### config.mk
export PLATFORM = sky130hd
export DESIGN_NAME = commit_trace
export DESIGN_NICKNAME = d
export VERILOG_FILES = /design/src/rtl/commit_trace_pkg.sv /design/src/rtl/commit_fifo.sv /design/src/rtl/commit_trace.sv
export SDC_FILE = /design/constraint.sdc
export NUM_CORES = 1
export LEC_CHECK = 0
export ABC_AREA = 1
export BUFFER_PORTS_ARGS = -buffer_cell sky130_fd_sc_hd__buf_2
export CORE_AREA = 2 2 275 277
export CTS_CLUSTER_SIZE = 14
export DETAILED_ROUTE_END_ITERATION = 12
export DIE_AREA = 0 0 277 279
export SLEW_MARGIN = 20
export SYNTH_ARGS = -nofsm -noshare
export SYNTH_HDL_FRONTEND = slang
export SYNTH_SLANG_ARGS = --single-unit
### constraint.sdc
create_clock -name clk -period 9.3 [get_ports clk]
set_clock_uncertainty 0.2 [all_clocks]
set_input_delay 0.93 -clock clk [delete_from_list [all_inputs] [get_ports clk]]
set_output_delay 0.93 -clock clk [all_outputs]
set_load 0.1 [all_outputs]
### src/rtl/commit_trace_pkg.sv
// Shared types and constants for the commit trace buffer.
// Holds the retire record layout, the ebreak encoding and the controller states.
package commit_trace_pkg;

  localparam int PC_W    = 64;
  localparam int INSTR_W = 32;

  localparam logic [INSTR_W-1:0] EBREAK = 32'h0010_0073;

  typedef struct packed {
    logic [PC_W-1:0]    pre_pc;
    logic [INSTR_W-1:0] instr;
    logic [PC_W-1:0]    pc;
  } trace_rec_t;

  localparam int REC_W = $bits(trace_rec_t);

  typedef enum logic [1:0] {
    ST_RUN  = 2'd0,
    ST_HALT = 2'd1,
    ST_HANG = 2'd2
  } state_e;

endpackage

### src/rtl/commit_fifo.sv
// Power-of-two circular FIFO with occupancy count.
// A push into a full FIFO is accepted only when a pop happens in the same cycle.
module commit_fifo #(
  parameter int DEPTH = 4,
  parameter int WIDTH = 160
) (
  input  logic                     clk,
  input  logic                     rst,
  input  logic                     push_i,
  input  logic                     pop_i,
  input  logic [WIDTH-1:0]         wdata_i,
  output logic [WIDTH-1:0]         rdata_o,
  output logic                     full_o,
  output logic                     empty_o,
  output logic [$clog2(DEPTH):0]   count_o
);

  localparam int AW = $clog2(DEPTH);

  logic [WIDTH-1:0] mem_q [DEPTH];
  logic [AW-1:0]    wptr_q, wptr_d, rptr_q, rptr_d;
  logic [AW:0]      count_q, count_d;
  logic             do_push, do_pop;

  assign empty_o = (count_q == '0);
  assign full_o  = (count_q == (AW+1)'(DEPTH));
  assign do_pop  = pop_i && !empty_o;
  assign do_push = push_i && (!full_o || do_pop);

  always_comb begin
    wptr_d  = do_push ? wptr_q + AW'(1) : wptr_q;
    rptr_d  = do_pop  ? rptr_q + AW'(1) : rptr_q;
    count_d = count_q;
    case ({do_push, do_pop})
      2'b10:   count_d = count_q + (AW+1)'(1);
      2'b01:   count_d = count_q - (AW+1)'(1);
      default: count_d = count_q;
    endcase
  end

  always_ff @(posedge clk) begin
    if (!rst) begin
      wptr_q  <= '0;
      rptr_q  <= '0;
      count_q <= '0;
    end else begin
      wptr_q  <= wptr_d;
      rptr_q  <= rptr_d;
      count_q <= count_d;
    end
  end

  // Storage needs no reset; the count alone decides what is valid.
  always_ff @(posedge clk) begin
    if (do_push) mem_q[wptr_q] <= wdata_i;
  end

  assign rdata_o = mem_q[rptr_q];
  assign count_o = count_q;

endmodule

### src/rtl/commit_trace.sv
// Retire-trace buffer: queues commit records, counts retirements and
// watches for ebreak (halt) or a long commit-free stretch (hang).
module commit_trace
  import commit_trace_pkg::*;
#(
  parameter int DEPTH   = 4,
  parameter int TIMEOUT = 1024
) (
  input  logic                     clk,
  input  logic                     rst,
  input  logic                     regE_i_commit,
  input  logic [63:0]              regE_i_commit_pre_pc,
  input  logic [31:0]              regE_i_commit_instr,
  input  logic [63:0]              regE_i_commit_pc,
  input  logic                     trace_i_ready,
  output logic                     trace_o_valid,
  output logic [63:0]              trace_o_pre_pc,
  output logic [31:0]              trace_o_instr,
  output logic [63:0]              trace_o_pc,
  output logic [63:0]              trace_o_instret,
  output logic [$clog2(DEPTH):0]   trace_o_count,
  output logic                     trace_o_halt,
  output logic                     trace_o_timeout,
  output logic                     trace_o_overflow
);

  localparam int IDLE_W = $clog2(TIMEOUT + 1);

  state_e            state_q, state_d;
  logic [IDLE_W-1:0] idle_q, idle_d;
  logic [63:0]       instret_q, instret_d;
  logic              overflow_q, overflow_d;
  logic              accept, pop, fifo_full, fifo_empty, is_ebreak, idle_expired;
  trace_rec_t        wr_rec, head_rec;
  logic [REC_W-1:0]  head_raw;

  assign accept       = regE_i_commit && (state_q == ST_RUN);
  assign pop          = !fifo_empty && trace_i_ready;
  assign is_ebreak    = (regE_i_commit_instr == EBREAK);
  assign idle_expired = !regE_i_commit && (idle_q == IDLE_W'(TIMEOUT - 1));

  assign wr_rec = '{pre_pc: regE_i_commit_pre_pc,
                    instr:  regE_i_commit_instr,
                    pc:     regE_i_commit_pc};

  commit_fifo #(.DEPTH(DEPTH), .WIDTH(REC_W)) u_fifo (
    .clk     (clk),
    .rst     (rst),
    .push_i  (accept),
    .pop_i   (pop),
    .wdata_i (wr_rec),
    .rdata_o (head_raw),
    .full_o  (fifo_full),
    .empty_o (fifo_empty),
    .count_o (trace_o_count)
  );

  always_ff @(posedge clk) begin
    if (!rst) state_q <= ST_RUN;
    else      state_q <= state_d;
  end

  always_comb begin
    state_d = state_q;
    if (state_q == ST_RUN) begin
      if (accept && is_ebreak) state_d = ST_HALT;
      else if (idle_expired)   state_d = ST_HANG;
    end
  end

  always_comb begin
    trace_o_halt    = (state_q == ST_HALT);
    trace_o_timeout = (state_q == ST_HANG);
  end

  always_comb begin
    instret_d  = accept ? instret_q + 64'd1 : instret_q;
    overflow_d = overflow_q | (accept && fifo_full && !pop);
    idle_d     = idle_q;
    if (state_q == ST_RUN) idle_d = regE_i_commit ? '0 : idle_q + IDLE_W'(1);
  end

  always_ff @(posedge clk) begin
    if (!rst) begin
      instret_q  <= '0;
      overflow_q <= 1'b0;
      idle_q     <= '0;
    end else begin
      instret_q  <= instret_d;
      overflow_q <= overflow_d;
      idle_q     <= idle_d;
    end
  end

  // Fields are masked while empty so stale storage never leaks out.
  assign head_rec         = trace_rec_t'(head_raw);
  assign trace_o_valid    = !fifo_empty;
  assign trace_o_pre_pc   = trace_o_valid ? head_rec.pre_pc : '0;
  assign trace_o_instr    = trace_o_valid ? head_rec.instr  : '0;
  assign trace_o_pc       = trace_o_valid ? head_rec.pc     : '0;
  assign trace_o_instret  = instret_q;
  assign trace_o_overflow = overflow_q;

endmodule
==> qor.yml, run 1 <==
die:
  boundaryPins: 395
  num_rows: 100
  core_area_um2: 74100
  start_util: 0.399
  die-width_um: 277
  dieArea_um2: 77300
  chipHeight_um: 279
setup_path:
  rrSetupSlack_ns: 5.39
  crit_path_end: "trace_o_pre_pc[7]"
  worstReg2RegStart: "state_q[1]"
  cp_cell_sequence: "clkinv_8 -> buf_4 -> o21ai_0 -> a21oi_1 -> buf_2"
  endpoint_kind: "output pin"
  cp_num_buf_inv: 3
  crit_path_max_incr_delay_ns: 0.82
  arrival_ns: 3.69
  cp_num_cells: 5
  worstPathRequired_ns: 8.17
  cpMaxStageDelayCell: "buf_4"
  critical-path-top-delay-family: "buffers and inverters"
  crit_fanout: 226
  worstRegToRegCells: 7
  critical_path_class: "reg -> out"
  start_kind: "flip-flop"
  worstReg2RegEnd: "u_fifo.mem_q[1][89]"
place:
  portBuffers: 394
  dp_hpwl_mm: 45.5
  dp_cells: 3913
  gp_congestion: 0.889
synthesis:
  synth-seq-cells: 727
  synth.cell_area_um2: 29600
  synth_nets: 2831
  synthTopCellsByArea: "edfxtp_1 (65%), nor2_1 (10%), o21ai_0 (5.9%)"
  synth_cell_type_count: 37
  yosys.area.top_type_share: 0.650
  yosysWarnings: 0
  synth_top_cell_by_area: "edfxtp_1"
  synth_cells: 2660
  yosysSeqAreaShare: 0.709
  postSynthAreaPerCell_um2: 11.1
sta:
  setup-violations-final: 0
  finalSetupTns_ns: 0
  hold_viol_final: 0
  drv_slew: 0
  fmax_mhz: 207
  period_minus_slack_ns: 4.82
  rsz0062_at_grt: "false"
  hold_slack_ns: 0.281
  worst_pin_slew_ns: 1.23
  finalCritPeriodShare: 0.519
  relSlewSlack: 0.180
run_status:
  status: "finished clean"
pwr:
  powerDensity_nw_per_um2: 280
  share_comb_of_total_power: 0.305
  power.share.clock: 0.307
  ir_worst_vdd_mv: 0.217
  p_switching_mw: 3.89
  switching_share: 0.399
  p_int_mw: 5.87
  total_leakage_power_nw: 12.7
  p_seq_frac: 0.388
route:
  detail_route.vias_per_cell: 5.14
  drt_iter0_drc: 1349
  drcViolationCount: 0
  drtAntennaViolNets: 0
  num_vias: 20870
  drtPass1Iterations: 7
  routed_wl_mm: 77.1
  wire_per_inst_um: 19.0
flow_run:
  cap_violations: 0
cells_and_area:
  mostFrequentLayoutCell: "nor2_1"
  stdcell_count: 4063
  drive_above_1_share: 0.193
  final_nets: 3196
  layout_common_cells: "nor2_1 (801), edfxtp_1 (640), buf_2 (394)"
  syn_to_final_growth_pct: 18.1
  final_util: 0.471
  fillers: 6803
min_path:
  hold_depth: 2
  holdCritPathClass: "reg -> reg"
grt:
  grt_pass1_wl_mm: 118
  antenna_found_initial: 20
  grt_max_degree: 226
  grt_pass1_vias: 20863
  grt_remaining_overflow: 0
  track_usage: 0.195
clock_network:
  cts_buffer_depth: 3
  post_cts_buffers: 0
  cts_sinks: 727
  htree_levels: 3
  clock-root-buffer: "clkbuf_16"
  cts_buffers: 79
  insertion_delay_ns: 0.61
  hold_buffers: 0
  clkSlewWorstSetupHoldPaths_ns: 0.06
  ctsResizeCount: 0
  cts_tree: "done"
[cell families after synthesis]
kind of cell,synth area share
buffers and inverters,0.0318
AOI/OAI and AO/OA,0.0947
DFF,0.709
xor gates and xnor gates,0.00356
adders and majority gates,0.00322
and+or+nand+nor,0.157
[state kept, by name, indices dropped and copies added (netlist names), named ones only]
register	count
u_fifo.mem_q	640
trace_o_instret	64
idle_q	11
u_fifo.count_o	3
state_q	2
u_fifo.rptr_q	2
u_fifo.wptr_q	2
trace_o_overflow	1
[metrics by stage]
stage	worst slack (ns)	area (um2)	power [mW]
after CTS	4.28	34900	9.85
after floorplan	0.410	29600	6.29
after detailed placement	4.71	32400	6.85
after global placement	4.82	32400	6.82
after global routing	4.20	34900	10.1
final	4.48	34900	9.76
[worst reg2reg max path: stages (launching register included)]
cell and delay (ns):
dfxtp_1 0.35, inv_2 0.10, nand2_4 0.10, nor2_8 0.28, nand2_2 0.26, nor2_4 0.72, buf_4 0.72, buf_4 0.76
[final cells by class]
type | instances | area, um2 | share of cell area
tap | 969 | 1210 | 0.0347
clock buffer | 102 | 2100 | 0.0603
timing repair buffer | 417 | 2160 | 0.0618
inverter | 98 | 393 | 0.0113
antenna | 9 | 22.5 | 0.000645
multi-input combinational | 1702 | 7680 | 0.220
sequential | 727 | 21000 | 0.601
clock inverter | 39 | 377 | 0.0108
[synth_stat cells (all sizes together)]
master / instances
nor2: 837
edfxtp: 640
o21ai: 351
a21oi: 200
nand2: 186
inv: 98
dfxtp: 87
clkbuf: 70
buf: 63
nand3: 59
nand4: 20
nor3: 14
xor2: 8
ha: 6
xnor2: 4
a31oi: 3
nor4: 3
a211oi: 2
and2: 2
nor3b: 2
and3: 1
fa: 1
nand3b: 1
o21a: 1
or2: 1
[worst min-delay path by stage]
stage | end | slack, ns | start
floorplan | idle_q[9] | 0.24 | idle_q[9]
detailed placement | idle_q[9] | 0.27 | idle_q[9]
global route | u_fifo.mem_q[1][42] | 0.28 | regE_i_commit_pc[42]
global placement | idle_q[10] | 0.25 | idle_q[10]
CTS | u_fifo.mem_q[0][37] | 0.27 | regE_i_commit_pc[37]
finish | idle_q[9] | 0.28 | idle_q[9]
[power groups by stage]
stage	clock (mW)	combinational [mW]	sequential [mW]
6_report	3.00	2.98	3.78
3_3_place_gp	0	2.97	3.85
2_1_floorplan	0	2.39	3.89
3_5_place_dp	0	3.00	3.85
5_1_grt	3.21	3.12	3.79
4_1_cts	3.06	3.00	3.78
[routing by layer]
layer,share of wire,vias to the layer above,GRT usage
li1,-,9943,-
met1,0.42,10133,0.248
met2,0.49,649,0.330
met3,0.075,123,0.0510
met4,0.019,22,0.0556
met5,0.0019,-,0
Power figures use the tool's default switching activity.
==> inputs of run 2 (changes only) <==
Clock period 9.3 ns to 4.3 ns, I/O delays scaled along.
==> run 2 against run 1 <==
  * Sequential share of layout area shrank 3.3 points
  * Clock power increased by 120%
  * Sequential power rose by 120%
  * Utilization up 2.8 points
  * Clock-buffer cell count down 9
  * Worst hold slack worse by 0.13 ns
  * Via count grew 2.8%
  * First-iteration DRC count increased by 10%
  * Worst setup slack got worse by 4.0 ns
  * Critical endpoint is now trace_o_pc[2]
  * Largest cell class unchanged
  * Highest routed layer unchanged
==> qor.yml, run 2 (synthesis gave the netlist of run 1 again) <==
die:
  chipHeight_um: 279  # unchanged
  dieArea_um2: 77300  # unchanged
  die-width_um: 277  # unchanged
  boundaryPins: 395  # unchanged
  num_rows: 100  # unchanged
  core_area_um2: 74100  # unchanged
  start_util: 0.399  # unchanged
sta:
  worst_pin_slew_ns: 1.04  # was 1.23 ns
  setup-violations-final: 0  # unchanged
  rsz0062_at_grt: "false"  # unchanged
  period_minus_slack_ns: 3.79
  fmax_mhz: 264
  relSlewSlack: 0.309  # was 0.180
  drv_slew: 0  # unchanged
  hold_viol_final: 0  # unchanged
  hold_slack_ns: 0.148  # was 0.281 ns
  finalSetupTns_ns: 0  # unchanged
  finalCritPeriodShare: 0.881
place:
  portBuffers: 394  # unchanged
  dp_hpwl_mm: 45.3  # was 45.5 mm
  dp_cells: 3917  # was 3913
  gp_congestion: 0.906  # was 0.889
  post_dp_cell_area_um2: 32800  # was 32400 um2
grt:
  antenna_found_initial: 9  # was 20
  grt_pass1_wl_mm: 122  # was 118 mm
  grt_pass1_vias: 21382  # was 20.9k
  grt_max_degree: 163  # was 226
  track_usage: 0.203  # was 0.195
  grt_remaining_overflow: 0  # unchanged
pwr:
  powerDensity_nw_per_um2: 586  # was 280 nW/um2
  power.share.clock: 0.308  # was 0.307
  p_int_mw: 13.0  # was 5.87 mW
  switching_share: 0.398  # was 0.399
  p_switching_mw: 8.62  # was 3.89 mW
  ir_worst_vdd_mv: 0.546  # was 0.217 mV
  share_comb_of_total_power: 0.315  # was 0.305
  p_seq_frac: 0.377  # was 0.388
  total_leakage_power_nw: 13.5  # was 12.7 nW
route:
  wire_per_inst_um: 19.0  # about the same
  num_vias: 21449  # was 20.9k
  detail_route.vias_per_cell: 5.08  # was 5.14
  routed_wl_mm: 80.1  # was 77.1 mm
  drtPass1Iterations: 7  # unchanged
  drt_iter0_drc: 1485  # was 1349
  drcViolationCount: 0  # unchanged
  drtAntennaViolNets: 0  # unchanged
clock_network:
  insertion_delay_ns: 0.61  # about the same
  htree_levels: 3  # unchanged
  cts_buffers: 79  # unchanged
  hold_buffers: 162  # was 0
  post_cts_buffers: 0  # unchanged
  cts_sinks: 727  # unchanged
  cts_buffer_depth: 3  # unchanged
  clock-root-buffer: "clkbuf_16"  # unchanged
  cts_tree: "done"  # unchanged
  clkSlewWorstSetupHoldPaths_ns: 0.06  # about the same
  ctsResizeCount: 0  # unchanged
cells_and_area:
  regMostFlops: "u_fifo.mem_q"  # unchanged
  drive_above_1_share: 0.202  # was 0.193
  mostFrequentLayoutCell: "nor2_1"  # unchanged
  final_nets: 3362  # was 3196
  final_util: 0.499  # was 0.471
  fin_area_um2: 37000  # was 34900 um2
  fillers: 6510  # was 6803
  layout_common_cells: "nor2_1 (801), edfxtp_1 (640), buf_2 (394)"  # unchanged
  syn_to_final_growth_pct: 25.1  # was 18.1%
  largest_reg_flops: 640  # unchanged
  stdcell_count: 4224  # was 4063
flow_run:
  cap_violations: 0  # unchanged
setup_path:
  worstReg2RegStart: "state_q[1]"  # unchanged
  arrival_ns: 3.16  # was 3.69 ns
  critical_path_class: "reg -> out"  # unchanged
  crit_fanout: 86  # was 226
  start_kind: "flip-flop"  # unchanged
  worstPathRequired_ns: 3.67  # was 8.17 ns
  endpoint_kind: "output pin"  # unchanged
run_status:
  status: "finished clean"  # unchanged
min_path:
  holdCritPathClass: "in -> reg"  # was reg -> reg
  min_from: "rst"  # was idle_q[9]
run 2: cell types whose count changed in the layout (fill, tap and decap cells not counted), moves of 6 or more:
cell | before | now
dlygate4sd3_1 | 0 | 162
clkinv_1 | 11 | 23
a21oi_1 | 200 | 140
a21oi_2 | 0 | 60
clkinv_2 | 15 | 8
clkbuf_1 | 20 | 11
buf_12 | 1 | 11
buf_4 | 22 | 16
run 2: layout make-up:
type / instances / area (um2) / area share
inverter: 98 / 385 / 0.0104
antenna: 4 / 10.0 / 0.000271
tap: 969 / 1210 / 0.0328
multi-input combinational: 1702 / 7910 / 0.214
clock buffer: 93 / 2090 / 0.0566
sequential: 727 / 21000 / 0.567
timing repair buffer: 583 / 3930 / 0.106
clock inverter: 48 / 460 / 0.0125
run 2: through the flow:
| stage | worst slack, ns | total power, mW |
|---|---|---|
| floorplan | -0.204 | 13.7 |
| global placement | 1.05 | 15.0 |
| detailed placement | 1.10 | 15.0 |
| CTS | 0.430 | 21.9 |
| global route | 0.241 | 22.4 |
| finish | 0.512 | 21.7 |
run 2: path summary, 6_finish.rpt:
path | endpoint | slack [ns] | cells past startpoint
worst max-delay path | trace_o_pc[2] | 0.51 | 6
worst min-delay path | trace_o_instret[33] | 0.15 | 4
worst max register to register | u_fifo.mem_q[0][152] | 1.70 | 6
worst min register to register | idle_q[9] | 0.28 | 2
run 2: routing by layer:
metal | track usage | routed length, um
met3 | 0.0420 | 5000
met5 | 0 | 85
met2 | 0.347 | 39000
met1 | 0.261 | 34200
met4 | 0.0599 | 1900
run 2: critical path, cell delays in order, from the launching register on:
cell and delay [ns]:
dfxtp_4 0.60, buf_4 0.79, nor2_1 0.12, nor2_1 0.11, o21ai_0 0.09, a21oi_1 0.24
buf_2 0.47
run 2: power by group through the flow:
stage / clock (mW) / combinational, mW / sequential [mW]
floorplan: 0 / 5.30 / 8.35
global placement: 0 / 6.67 / 8.31
detailed placement: 0 / 6.71 / 8.32
CTS: 6.83 / 6.85 / 8.17
global route: 7.11 / 7.12 / 8.20
finish: 6.66 / 6.81 / 8.17
==> inputs of run 3 (changes only) <==
Settings changed: ABC_AREA 1 to 0, CORE_AREA 2 2 275 277 to 2 2 269 271, DIE_AREA 0 0 277 279 to 0 0 271 273.
==> run 3 against run 2 <==
  * First-iteration DRC count fell by 22%
  * Area after synthesis fell by 4.6%
  * Clock-buffer cell count rose by 5
  * Sequential share of layout area rose by 1.7 points
  * Final cell count fell by 26%
  * Via count fell by 25%
  * Fmax rose by 4.6%
  * Cell area fell by 2.9%
  * Sequential cell count did not move
==> qor.yml, run 3 <==
cells_and_area:
  syn_to_final_growth_pct: 27.4  # was 25.1%
  drive_above_1_share: 0.334  # was 0.202
  largest_reg_flops: 640  # unchanged
  mostFrequentLayoutCell: "edfxtp_1"  # was nor2_1
  final_nets: 2287  # was 3362
  layout_common_cells: "edfxtp_1 (640), buf_2 (394), and2_1 (165)"  # was nor2_1 (801), edfxtp_1 (640), buf_2 (394)
  regMostFlops: "u_fifo.mem_q"  # unchanged
die:
  chipHeight_um: 273  # was 279 um
  num_rows: 98  # was 100
  core_area_um2: 71000  # was 74100 um2
  die-width_um: 271  # was 277 um
  start_util: 0.397  # was 0.399
  dieArea_um2: 74000  # was 77300 um2
  boundaryPins: 395  # unchanged
synthesis:
  synth_nets: 1679  # was 2831
  synth_most_common_cell: "edfxtp_1"  # was nor2_1
  yosysWarnings: 0  # unchanged
  synth-seq-cells: 727  # unchanged
  synthArstFlopShare: 0  # unchanged
  synth.top_cells.by_count: "edfxtp_1 (640), and2_1 (169), mux4_2 (160), dfxtp_1 (87), nor2_1 (62)"  # was nor2_1 (805), edfxtp_1 (640), o21ai_0 (351), a21oi_1 (200), nand2_1 (175)
  synth_cells: 1508  # was 2660
  synth_cell_type_count: 51  # was 37
  postSynthAreaPerCell_um2: 18.7  # was 11.1 um2
  yosys.area.top_type_share: 0.682  # was 0.650
  ys.flop_type: "edfxtp_1"  # unchanged
  synth-edff-count: 640  # unchanged
  synth.cell_area_um2: 28200  # was 29600 um2
  synthTopCellsByArea: "edfxtp_1 (68%), mux4_2 (13%), dfxtp_1 (6.2%)"  # was edfxtp_1 (65%), nor2_1 (10%), o21ai_0 (5.9%)
  yosysSeqAreaShare: 0.743  # was 0.709
  synth_top_cell_by_area: "edfxtp_1"  # unchanged
setup_path:
  arrival_ns: 2.99  # was 3.16 ns
  start_kind: "flip-flop"  # unchanged
  rrSetupSlack_ns: 1.23  # was 1.70 ns
  crit_path_end: "trace_o_pre_pc[44]"  # was trace_o_pc[2]
  critical_path_class: "reg -> out"  # unchanged
  endpoint_kind: "output pin"  # unchanged
  worstRegToRegCells: 5  # was 6
  worstPathRequired_ns: 3.67  # about the same
  crit_path_max_incr_delay_ns: 0.87  # was 0.79 ns
  crit_fanout: 33  # was 86
  cpMaxStageDelayCell: "dfxtp_4"  # was buf_4
  cp_cell_sequence: "buf_4 -> mux4_2 -> and2_1 -> buf_2"  # was buf_4 -> nor2_1 -> nor2_1 -> o21ai_0 -> a21oi_1 -> buf_2
  worstReg2RegStart: "trace_o_instret[20]"  # was state_q[1]
  worstReg2RegEnd: "trace_o_instret[62]"  # was u_fifo.mem_q[0][152]
sta:
  finalSetupTns_ns: 0  # unchanged
  period_minus_slack_ns: 3.62  # was 3.79 ns
  worst_pin_slew_ns: 0.923  # was 1.04 ns
  rsz0062_at_grt: "false"  # unchanged
  hold_viol_final: 0  # unchanged
  relSlewSlack: 0.384  # was 0.309
  fmax_mhz: 276  # was 264 MHz
  drv_slew: 0  # unchanged
  timing.final.ws_setup_ns: 0.680  # was 0.512 ns
  setup-violations-final: 0  # unchanged
  finalCritPeriodShare: 0.842  # was 0.881
clock_network:
  htree_levels: 3  # unchanged
  clock-root-buffer: "clkbuf_16"  # unchanged
  cts_buffer_depth: 3  # unchanged
  insertion_delay_ns: 0.61  # about the same
  clkSlewWorstSetupHoldPaths_ns: 0.06  # about the same
  cts_sinks: 727  # unchanged
  cts_buffers: 77  # was 79
  post_cts_buffers: 0  # unchanged
  cts_tree: "done"  # unchanged
  ctsResizeCount: 0  # unchanged
grt:
  grt_pass1_vias: 16607  # was 21.4k
  grt_remaining_overflow: 0  # unchanged
  antenna_found_initial: 7  # was 9
  grt_max_degree: 102  # was 163
  track_usage: 0.179  # was 0.203
  grt_pass1_wl_mm: 101  # was 122 mm
min_path:
  holdCritPathClass: "in -> reg"  # unchanged
place:
  gp_congestion: 0.804  # was 0.906
  pre_cts_ws_ns: 1.09  # was 1.10 ns
  portBuffers: 394  # unchanged
  dp_hpwl_mm: 42.0  # was 45.3 mm
route:
  wire_per_inst_um: 21.3  # was 19.0 um
  detail_route.vias_per_cell: 5.14  # was 5.08
  highest_layer: "met5"  # unchanged
  dr_wl_met2_mm: 33.8  # was 39.0 mm
  drtPass1Iterations: 5  # was 7
  drcViolationCount: 0  # unchanged
  drtAntennaViolNets: 0  # unchanged
  routed_wl_mm: 66.7  # was 80.1 mm
  wl_met3_mm: 3.68  # was 5.00 mm
  drt_iter0_drc: 1162  # was 1485
  num_vias: 16122  # was 21.4k
  drt-met1-wl_mm: 27.4  # was 34.2 mm
flow_run:
  cap_violations: 0  # unchanged
run_status:
  status: "finished clean"  # unchanged
run 3: changes by cell type after synthesis, moves of 26 or more:
cell      change
nand2_1     -139
o21ai_0     -329
a21oi_1     -167
mux4_2      +160
inv_1        -79
and2_1      +168
nor2_1      -743
clkbuf_1     -26
buf_2        -41
run 3: worst max-delay path, delay by kind of cell, from the launching register on:
kind | cells | cell delay [ns]
muxes | 1 | 0.55
DFF | 1 | 0.87
buffers and inverters | 2 | 0.74
and+or+nand+nor | 1 | 0.18
run 3: cell families (layout without fill, tap and decap cells):
kind of cell	count (synthesis)	count (layout)	synth area share
other	0	6	0
AO/OA/AOI/OAI	74	74	0.0149
adder cells (fa/ha/maj)	7	7	0.00337
multiplexers	161	161	0.128
buffers and inverters	81	751	0.0118
XOR/XNOR	44	44	0.0137
AND/OR/NAND/NOR	414	414	0.0848
flip-flops	727	727	0.743
run 3: metrics by stage:
stage                     utilization  instances  area, um2  hold WS (ns)
after floorplan                     -       1508      28200         0.272
after global placement          0.447       2825      31700         0.257
after detailed placement        0.447       2825      31700         0.270
after CTS                       0.505       3128      35900       0.00113
after global routing            0.506       3133      35900        0.0508
final                           0.506       3134      35900        0.0423
run 3: repair_timing:
action,CTS,global route
hold buffers,162,0
endpoints found under the setup margin,0,0
endpoints found under the hold margin,650,0
run 3: how the worst min path moves through the flow:
stage / to / startpoint / depth (start not counted)
detailed placement: trace_o_overflow / trace_o_overflow / 2
global route: trace_o_overflow / trace_i_ready / 4
global placement: trace_o_overflow / trace_o_overflow / 2
floorplan: idle_q[5] / idle_q[5] / 2
CTS: trace_o_overflow / trace_i_ready / 4
finish: trace_o_overflow / trace_i_ready / 4
run 3: layer usage:
| layer | vias to the layer above | track usage |
|---|---|---|
| met5 | - | 0 |
| met4 | 4 | 0.0622 |
| met3 | 107 | 0.0369 |
| met2 | 480 | 0.298 |
| met1 | 8329 | 0.233 |
| li1 | 7202 | - |
run 3: cell type report:
cell class | count | area, um2
clock buffers | 98 | 2080
fillers | 5798 | 35100
inverters | 11 | 41.3
diodes | 6 | 15.0
multi-input cells | 700 | 6930
clock inverters | 43 | 478
repair buffers | 599 | 4220
well taps | 950 | 1190
flip-flops and latches | 727 | 21000
Power of run 3 is not shown: default switching activity piles up to over one toggle a cycle in this logic, so the estimate is an artifact.
